$ cat config.mk
export PLATFORM = sky130hd
export DESIGN_NAME = pipe_stage_buf
export DESIGN_NICKNAME = d
export VERILOG_FILES = /design/src/rtl/pipe_pkg.sv /design/src/rtl/pipe_stage_entry.sv /design/src/rtl/pipe_stage_buf.sv
export SDC_FILE = /design/constraint.sdc
export NUM_CORES = 1
export LEC_CHECK = 0
export ABC_AREA = 1
export BUFFER_PORTS_ARGS = -buffer_cell sky130_fd_sc_hd__buf_2
export CAP_MARGIN = 25
export CORE_UTILIZATION = 51
export DETAILED_ROUTE_END_ITERATION = 12
export HOLD_SLACK_MARGIN = 0.1
export MAX_ROUTING_LAYER = met4
export PLACE_DENSITY = 0.82
export SYNTH_ARGS = -nofsm -noshare
export SYNTH_HDL_FRONTEND = slang
export SYNTH_SLANG_ARGS = --single-unit
$ cat constraint.sdc
create_clock -name clk -period 4.9 [get_ports clk]
set_clock_uncertainty 0.2 [all_clocks]
set_input_delay 0.245 -clock clk [delete_from_list [all_inputs] [get_ports clk]]
set_output_delay 0.245 -clock clk [all_outputs]
set_load 0.02 [all_outputs]
$ cat src/rtl/pipe_pkg.sv
// Shared definitions for the pipeline stage buffers: FSM state encoding,
// the ID/EX control-vector layout and the syscall halt-word constants.
package pipe_pkg;

    // Occupancy/mode of a stage buffer.
    typedef enum logic [1:0] {
        EMPTY  = 2'd0,
        ONE    = 2'd1,
        TWO    = 2'd2,
        HALTED = 2'd3
    } stage_state_e;

    // Payload value and control bit used for the syscall-driven halt word.
    localparam int SYSCALL_HALT_CODE = 10;
    localparam int CTRL_SYSCALL_BIT  = 0;

    // Default width of the ID/EX control vector.
    localparam int ID_EX_CTRL_W = 16;

    // ID/EX control vector layout; bit 0 marks a syscall-sourced word.
    typedef struct packed {
        logic [4:0] rsvd;
        logic [3:0] alu_op;
        logic       jump;
        logic       branch;
        logic       alu_src;
        logic       mem_to_reg;
        logic       mem_write;
        logic       mem_read;
        logic       reg_write;
        logic       syscall;
    } id_ex_ctrl_t;

    // Control vector carried by the halt word: only the syscall marker set.
    function automatic logic [ID_EX_CTRL_W-1:0] halt_ctrl_word();
        return ID_EX_CTRL_W'(1) << CTRL_SYSCALL_BIT;
    endfunction

endpackage

$ cat src/rtl/pipe_stage_entry.sv
// One storage slot of a stage buffer: payload, control vector and valid bit.
// Priority inside the slot: rst > force_en > clear > load. A cleared slot
// holds all-zero payload and control so it always reads as a NOP bubble.
module pipe_stage_entry
    import pipe_pkg::*;
#(
    parameter int DATA_W = 128,
    parameter int CTRL_W = 16
) (
    input  logic              clk,
    input  logic              rst,
    input  logic              load,
    input  logic              clear,
    input  logic              force_en,
    input  logic [DATA_W-1:0] load_data,
    input  logic [CTRL_W-1:0] load_ctrl,
    input  logic [DATA_W-1:0] force_data,
    input  logic [CTRL_W-1:0] force_ctrl,
    output logic              valid,
    output logic [DATA_W-1:0] data,
    output logic [CTRL_W-1:0] ctrl
);

    logic              valid_reg;
    logic [DATA_W-1:0] data_reg;
    logic [CTRL_W-1:0] ctrl_reg;

    // Slot register: reset, forced halt word, bubble clear, or normal load.
    always_ff @(posedge clk) begin
        if (rst) begin
            valid_reg <= 1'b0;
            data_reg  <= '0;
            ctrl_reg  <= '0;
        end else if (force_en) begin
            valid_reg <= 1'b1;
            data_reg  <= force_data;
            ctrl_reg  <= force_ctrl;
        end else if (clear) begin
            valid_reg <= 1'b0;
            data_reg  <= '0;
            ctrl_reg  <= '0;
        end else if (load) begin
            valid_reg <= 1'b1;
            data_reg  <= load_data;
            ctrl_reg  <= load_ctrl;
        end
    end

    assign valid = valid_reg;
    assign data  = data_reg;
    assign ctrl  = ctrl_reg;

endmodule

$ cat src/rtl/pipe_stage_buf.sv
// Generic pipeline stage boundary with a 2-entry skid buffer, flush (bubble
// insertion) and sticky halt-word injection. in_ready is a function of
// registered state only, so there is no combinational ready path upstream.
// Optional feature macro: PIPE_STAGE_PERF_EN adds stall/bubble counters.
module pipe_stage_buf
    import pipe_pkg::*;
#(
    parameter int                DATA_W    = 128,
    parameter int                CTRL_W    = 16,
    parameter logic [DATA_W-1:0] HALT_DATA = DATA_W'(SYSCALL_HALT_CODE),
    parameter logic [CTRL_W-1:0] HALT_CTRL = CTRL_W'(1) << CTRL_SYSCALL_BIT
) (
    input  logic              clk,
    input  logic              rst,
    input  logic              in_valid,
    output logic              in_ready,
    input  logic [DATA_W-1:0] in_data,
    input  logic [CTRL_W-1:0] in_ctrl,
    input  logic              flush,
    input  logic              halt,
    output logic              out_valid,
    input  logic              out_ready,
    output logic [DATA_W-1:0] out_data,
    output logic [CTRL_W-1:0] out_ctrl,
    output logic              halted
`ifdef PIPE_STAGE_PERF_EN
    ,
    output logic [31:0]       stall_cnt,
    output logic [31:0]       bubble_cnt
`endif
);

    stage_state_e state_reg;
    stage_state_e state_next;

    logic              main_valid;
    logic [DATA_W-1:0] main_data;
    logic [CTRL_W-1:0] main_ctrl;
    logic              skid_valid;
    logic [DATA_W-1:0] skid_data;
    logic [CTRL_W-1:0] skid_ctrl;

    logic              main_load;
    logic              main_from_skid;
    logic              main_clear;
    logic              main_force;
    logic              skid_load;
    logic              skid_clear;
    logic [DATA_W-1:0] main_load_data;
    logic [CTRL_W-1:0] main_load_ctrl;

    logic accept;
    logic emit;

    // Ready and halted come straight from the state register.
    assign halted   = (state_reg == HALTED);
    assign in_ready = (state_reg == EMPTY) || (state_reg == ONE);

    assign out_valid = main_valid;
    assign out_data  = main_valid ? main_data : '0;
    assign out_ctrl  = main_valid ? main_ctrl : '0;

    assign accept = in_valid && in_ready;
    assign emit   = out_valid && out_ready;

    // When draining TWO the main slot refills from the skid, otherwise from upstream.
    assign main_load_data = main_from_skid ? skid_data : in_data;
    assign main_load_ctrl = main_from_skid ? skid_ctrl : in_ctrl;

    // State register; rst overrides halt and flush.
    always_ff @(posedge clk) begin
        if (rst) begin
            state_reg <= EMPTY;
        end else begin
            state_reg <= state_next;
        end
    end

    // Next-state and slot control: halt (sticky) > flush > normal handshake.
    always_comb begin
        state_next     = state_reg;
        main_load      = 1'b0;
        main_from_skid = 1'b0;
        main_clear     = 1'b0;
        main_force     = 1'b0;
        skid_load      = 1'b0;
        skid_clear     = 1'b0;

        if ((state_reg == HALTED) || halt) begin
            // Halt word is re-presented every cycle, emitted or not.
            state_next = HALTED;
            main_force = 1'b1;
            skid_clear = 1'b1;
        end else if (flush) begin
            // Any word accepted this cycle is dropped along with held ones.
            state_next = EMPTY;
            main_clear = 1'b1;
            skid_clear = 1'b1;
        end else begin
            unique case (state_reg)
                EMPTY: begin
                    if (accept) begin
                        main_load  = 1'b1;
                        state_next = ONE;
                    end
                end
                ONE: begin
                    if (accept && !emit) begin
                        skid_load  = 1'b1;
                        state_next = TWO;
                    end else if (!accept && emit) begin
                        main_clear = 1'b1;
                        state_next = EMPTY;
                    end else if (accept && emit) begin
                        main_load  = 1'b1;
                        state_next = ONE;
                    end
                end
                TWO: begin
                    // in_ready is low here, so only the drain case exists.
                    if (emit) begin
                        main_load      = 1'b1;
                        main_from_skid = 1'b1;
                        skid_clear     = 1'b1;
                        state_next     = ONE;
                    end
                end
                default: begin
                    state_next = EMPTY;
                end
            endcase
        end
    end

    pipe_stage_entry #(
        .DATA_W (DATA_W),
        .CTRL_W (CTRL_W)
    ) u_main (
        .clk        (clk),
        .rst        (rst),
        .load       (main_load),
        .clear      (main_clear),
        .force_en   (main_force),
        .load_data  (main_load_data),
        .load_ctrl  (main_load_ctrl),
        .force_data (HALT_DATA),
        .force_ctrl (HALT_CTRL),
        .valid      (main_valid),
        .data       (main_data),
        .ctrl       (main_ctrl)
    );

    pipe_stage_entry #(
        .DATA_W (DATA_W),
        .CTRL_W (CTRL_W)
    ) u_skid (
        .clk        (clk),
        .rst        (rst),
        .load       (skid_load),
        .clear      (skid_clear),
        .force_en   (1'b0),
        .load_data  (in_data),
        .load_ctrl  (in_ctrl),
        .force_data ('0),
        .force_ctrl ('0),
        .valid      (skid_valid),
        .data       (skid_data),
        .ctrl       (skid_ctrl)
    );

`ifdef PIPE_STAGE_PERF_EN
    logic [31:0] stall_cnt_reg;
    logic [31:0] bubble_cnt_reg;
    logic        flush_drop;
    logic [31:0] bubble_inc;

    // A flush counts as a bubble only if it actually throws away a word.
    assign flush_drop = flush && !halt && (state_reg != HALTED) &&
                        ((main_valid && !out_ready) || skid_valid || accept);
    assign bubble_inc = 32'(!out_valid && !halted) + 32'(flush_drop);

    // Free-running performance counters, wrapping naturally at 2^32.
    always_ff @(posedge clk) begin
        if (rst) begin
            stall_cnt_reg  <= '0;
            bubble_cnt_reg <= '0;
        end else begin
            if (out_valid && !out_ready) begin
                stall_cnt_reg <= stall_cnt_reg + 32'd1;
            end
            bubble_cnt_reg <= bubble_cnt_reg + bubble_inc;
        end
    end

    assign stall_cnt  = stall_cnt_reg;
    assign bubble_cnt = bubble_cnt_reg;
`endif

endmodule

==> results.yml <==
run_status:
  status: "complete, no violations"
setup_path:
  cp-end-kind: "output pin"
  slowest_delay_ns: 0.80
  worst_ep_required_time_ns: 4.45
  path_cells: "buf_4 -> buf_4 -> nand2_1 -> inv_1 -> buf_2"
  critPathLaunchType: "flop"
  crit_type: "flop to output pin"
  cp.arrival_ns: 2.88
  crit_fanout: 77
  ff2ff_setup_slack_ns: 1.77
  path_common_cell: "buf_4"
  cpMaxStageDelayCell: "buf_4"
cts:
  cts_tree: "yes"
  ctsResizeCount: 0
  cts_buffer_depth: 3
  h-tree-depth: 1
  root_buffer: "clkbuf_16"
  path_clk_slew_ns: 0.06
  cts_sinks: 291
  cts-buffers-inserted: 30
  clkLatencyLatePin_ns: 0.54
finish:
  fin_util: 0.669
  area_growth_pct: 28.4
  finish.instance_area_sq_um: 17400
  nets: 2587
  drive_gt1_frac: 0.154
  final_cells: 2793
timing:
  clock.fmax_mhz: 301
  relSlewSlack: 0.328
  worstMarginPinSlew_ns: 1.01
  tns_ns: 0
  finalCriticalPeriod_ns: 3.32
  post-route-period-util: 0.678
  setup_violations: 0
  rsz0062_at_grt: "false"
  maxSlewViolCount: 0
  hold_viol: 0
placement:
  place_inst: 2586
  dpl_cell_area_sq_um: 15000
  gp_congestion: 0.843
  place.detailed.hpwl_um: 22400
  port_buffers: 296
route:
  firstDrtPassIters: 7
  vias_per_cell: 5.19
  post_drt_wl_per_cell_um: 14.7
  drc_errors: 0
  vias: 14483
  first_iter_violations: 1576
  ant_nets: 0
  routed_wl_um: 41000
grt:
  grt_pass1_wl_um: 64900
  gr-total-overflow: 0
  grt_antenna_before_repair: 2
  grt_pass1_vias: 13768
  grtUsageTotal: 0.302
  grt_max_degree: 154
yosys:
  synth_cells: 2078
  syn_area_sq_um: 13600
  synth_top_cell_by_area: "dfxtp_1"
  synth_area_per_cell_sq_um: 6.53
  synth_most_common_cell: "nand2_1"
  synthArstFlopShare: 0
  yosysWarnings: 0
  synth_top_area_frac: 0.429
  synth_edf_count: 0
  synth-seq-cells: 291
  synth_common_cells: "444 x nand2_1, 443 x inv_1, 291 x dfxtp_1, 290 x a21oi_1, 239 x o21ai_0"
  synth_cell_types: 25
  synth_ff_type: "dfxtp_1"
  synth.area.top_cells: "dfxtp_1 43%, nand2_1 12%, inv_1 12%, a21oi_1 11%, o21ai_0 8.8%"
  seq_area_frac_synth: 0.429
  syn-num-nets: 2231
power:
  max-vdd-ir-drop_mv: 0.244
  pwr-share-comb: 0.096
  finalPower_mw: 5.10
  powerDensity_nw_per_um2: 293
  swShare: 0.244
  p_sw_mw: 1.25
  p_int_mw: 3.86
  clkPwrFrac: 0.435
  pwr-share-seq: 0.469
  power_leakage_nw: 8.94
die:
  rows: 59
  initial_utilization: 0.521
  dieArea_sq_um: 27300
  die_w_um: 165
  dieHeight_um: 165
  io_pins: 297
  coreArea_sq_um: 26100
min_path:
  min_path_type: "flop to flop"
run:
  maxCapViolations: 0
layout by cell type (no fill, tap or decap):
master	synthesis	routed
nor3_1	1	1
inv_2	5	4
dlygate4sd3_1	0	151
clkbuf_1	57	7
nand4_1	3	3
buf_4	16	14
nand3_4	2	2
nor3_4	1	1
clkbuf_8	0	8
ha_1	3	3
o21ai_1	46	46
buf_12	0	4
nor2_1	149	149
nor3_2	1	1
nand2_8	0	1
o21bai_1	1	1
diode_2	0	3
a21oi_1	290	290
clkinv_2	0	6
dfxtp_4	0	1
buf_2	57	296
nor2_4	4	4
nand2_1	444	444
nand2_2	2	2
o21ai_0	239	239
inv_4	0	1
clkbuf_16	0	31
a31oi_1	1	1
nand3_1	10	10
dfxtp_1	291	290
clkinvlp_4	0	1
inv_1	443	443
power by group through the flow:
stage | logic [mW] | clock network, mW | registers [mW]
2_1_floorplan | 0.239 | 0 | 2.44
3_3_place_gp | 0.373 | 0 | 2.44
3_5_place_dp | 0.380 | 0 | 2.44
4_1_cts | 0.477 | 2.24 | 2.39
5_1_grt | 0.537 | 2.34 | 2.39
6_report | 0.490 | 2.22 | 2.39
final cells by class:
type,instances,area [sq um]
Clock inverter,7,37.5
Multi-Input combinational cell,1198,5370
Antenna cell,3,7.51
Sequential cell,291,5830
Tap cell,335,419
Clock buffer,46,912
Timing Repair Buffer,465,3180
Inverter,448,1680
Fill cell,2090,8620
metal layers:
metal | vias to the layer above | GRT usage | wire length [um]
met4 | 0 | 0.172 | 1960
li1 | 7012 | - | -
met1 | 6503 | 0.353 | 16400
met3 | 170 | 0.0430 | 3190
met5 | - | - | 0
met2 | 798 | 0.495 | 19500
through the flow:
| step | setup WS, ns | hold WS, ns |
|---|---|---|
| 2_1_floorplan | 2.82 | 0.220 |
| 3_3_place_gp | 1.96 | 0.239 |
| 3_5_place_dp | 1.91 | 0.244 |
| 4_1_cts | 1.61 | 0.254 |
| 5_1_grt | 1.46 | 0.265 |
| 6_report | 1.58 | 0.251 |
path summary, 6_finish.rpt:
| check | start | end | depth (start not counted) |
|---|---|---|---|
| worst max-delay path | u_main.valid | out_ctrl[14] | 5 |
| worst min-delay path | u_skid.data[53] | u_skid.data[53] | 2 |
| worst max register to register | state_reg[1] | u_main.data[46] | 7 |
| worst min register to register | u_skid.data[53] | u_skid.data[53] | 2 |
repair_timing:
action | in CTS | in global routing
hold buffers | 151 | 0
endpoints found under the hold margin | 291 | 0
setup buffers | 0 | 0
critical path: cells and delay by family (launching register included):
kind | cells | cell delay, ns
DFF | 1 | 0.34
and+or+nand+nor | 1 | 0.11
buffers and inverters | 4 | 1.80
kinds of logic (layout without fill, tap and decap cells):
| kind of cell | Yosys count | count (layout) | share of synthesized area |
|---|---|---|---|
| AO/OA/AOI/OAI | 577 | 577 | 0.213 |
| buffers and inverters | 589 | 966 | 0.176 |
| other | 0 | 3 | 0 |
| adder cells (fa/ha/maj) | 3 | 3 | 0.00276 |
| flip-flops | 291 | 291 | 0.429 |
| AND/OR/NAND/NOR | 618 | 618 | 0.179 |
No activity file was read; power rests on OpenSTA's default activity.
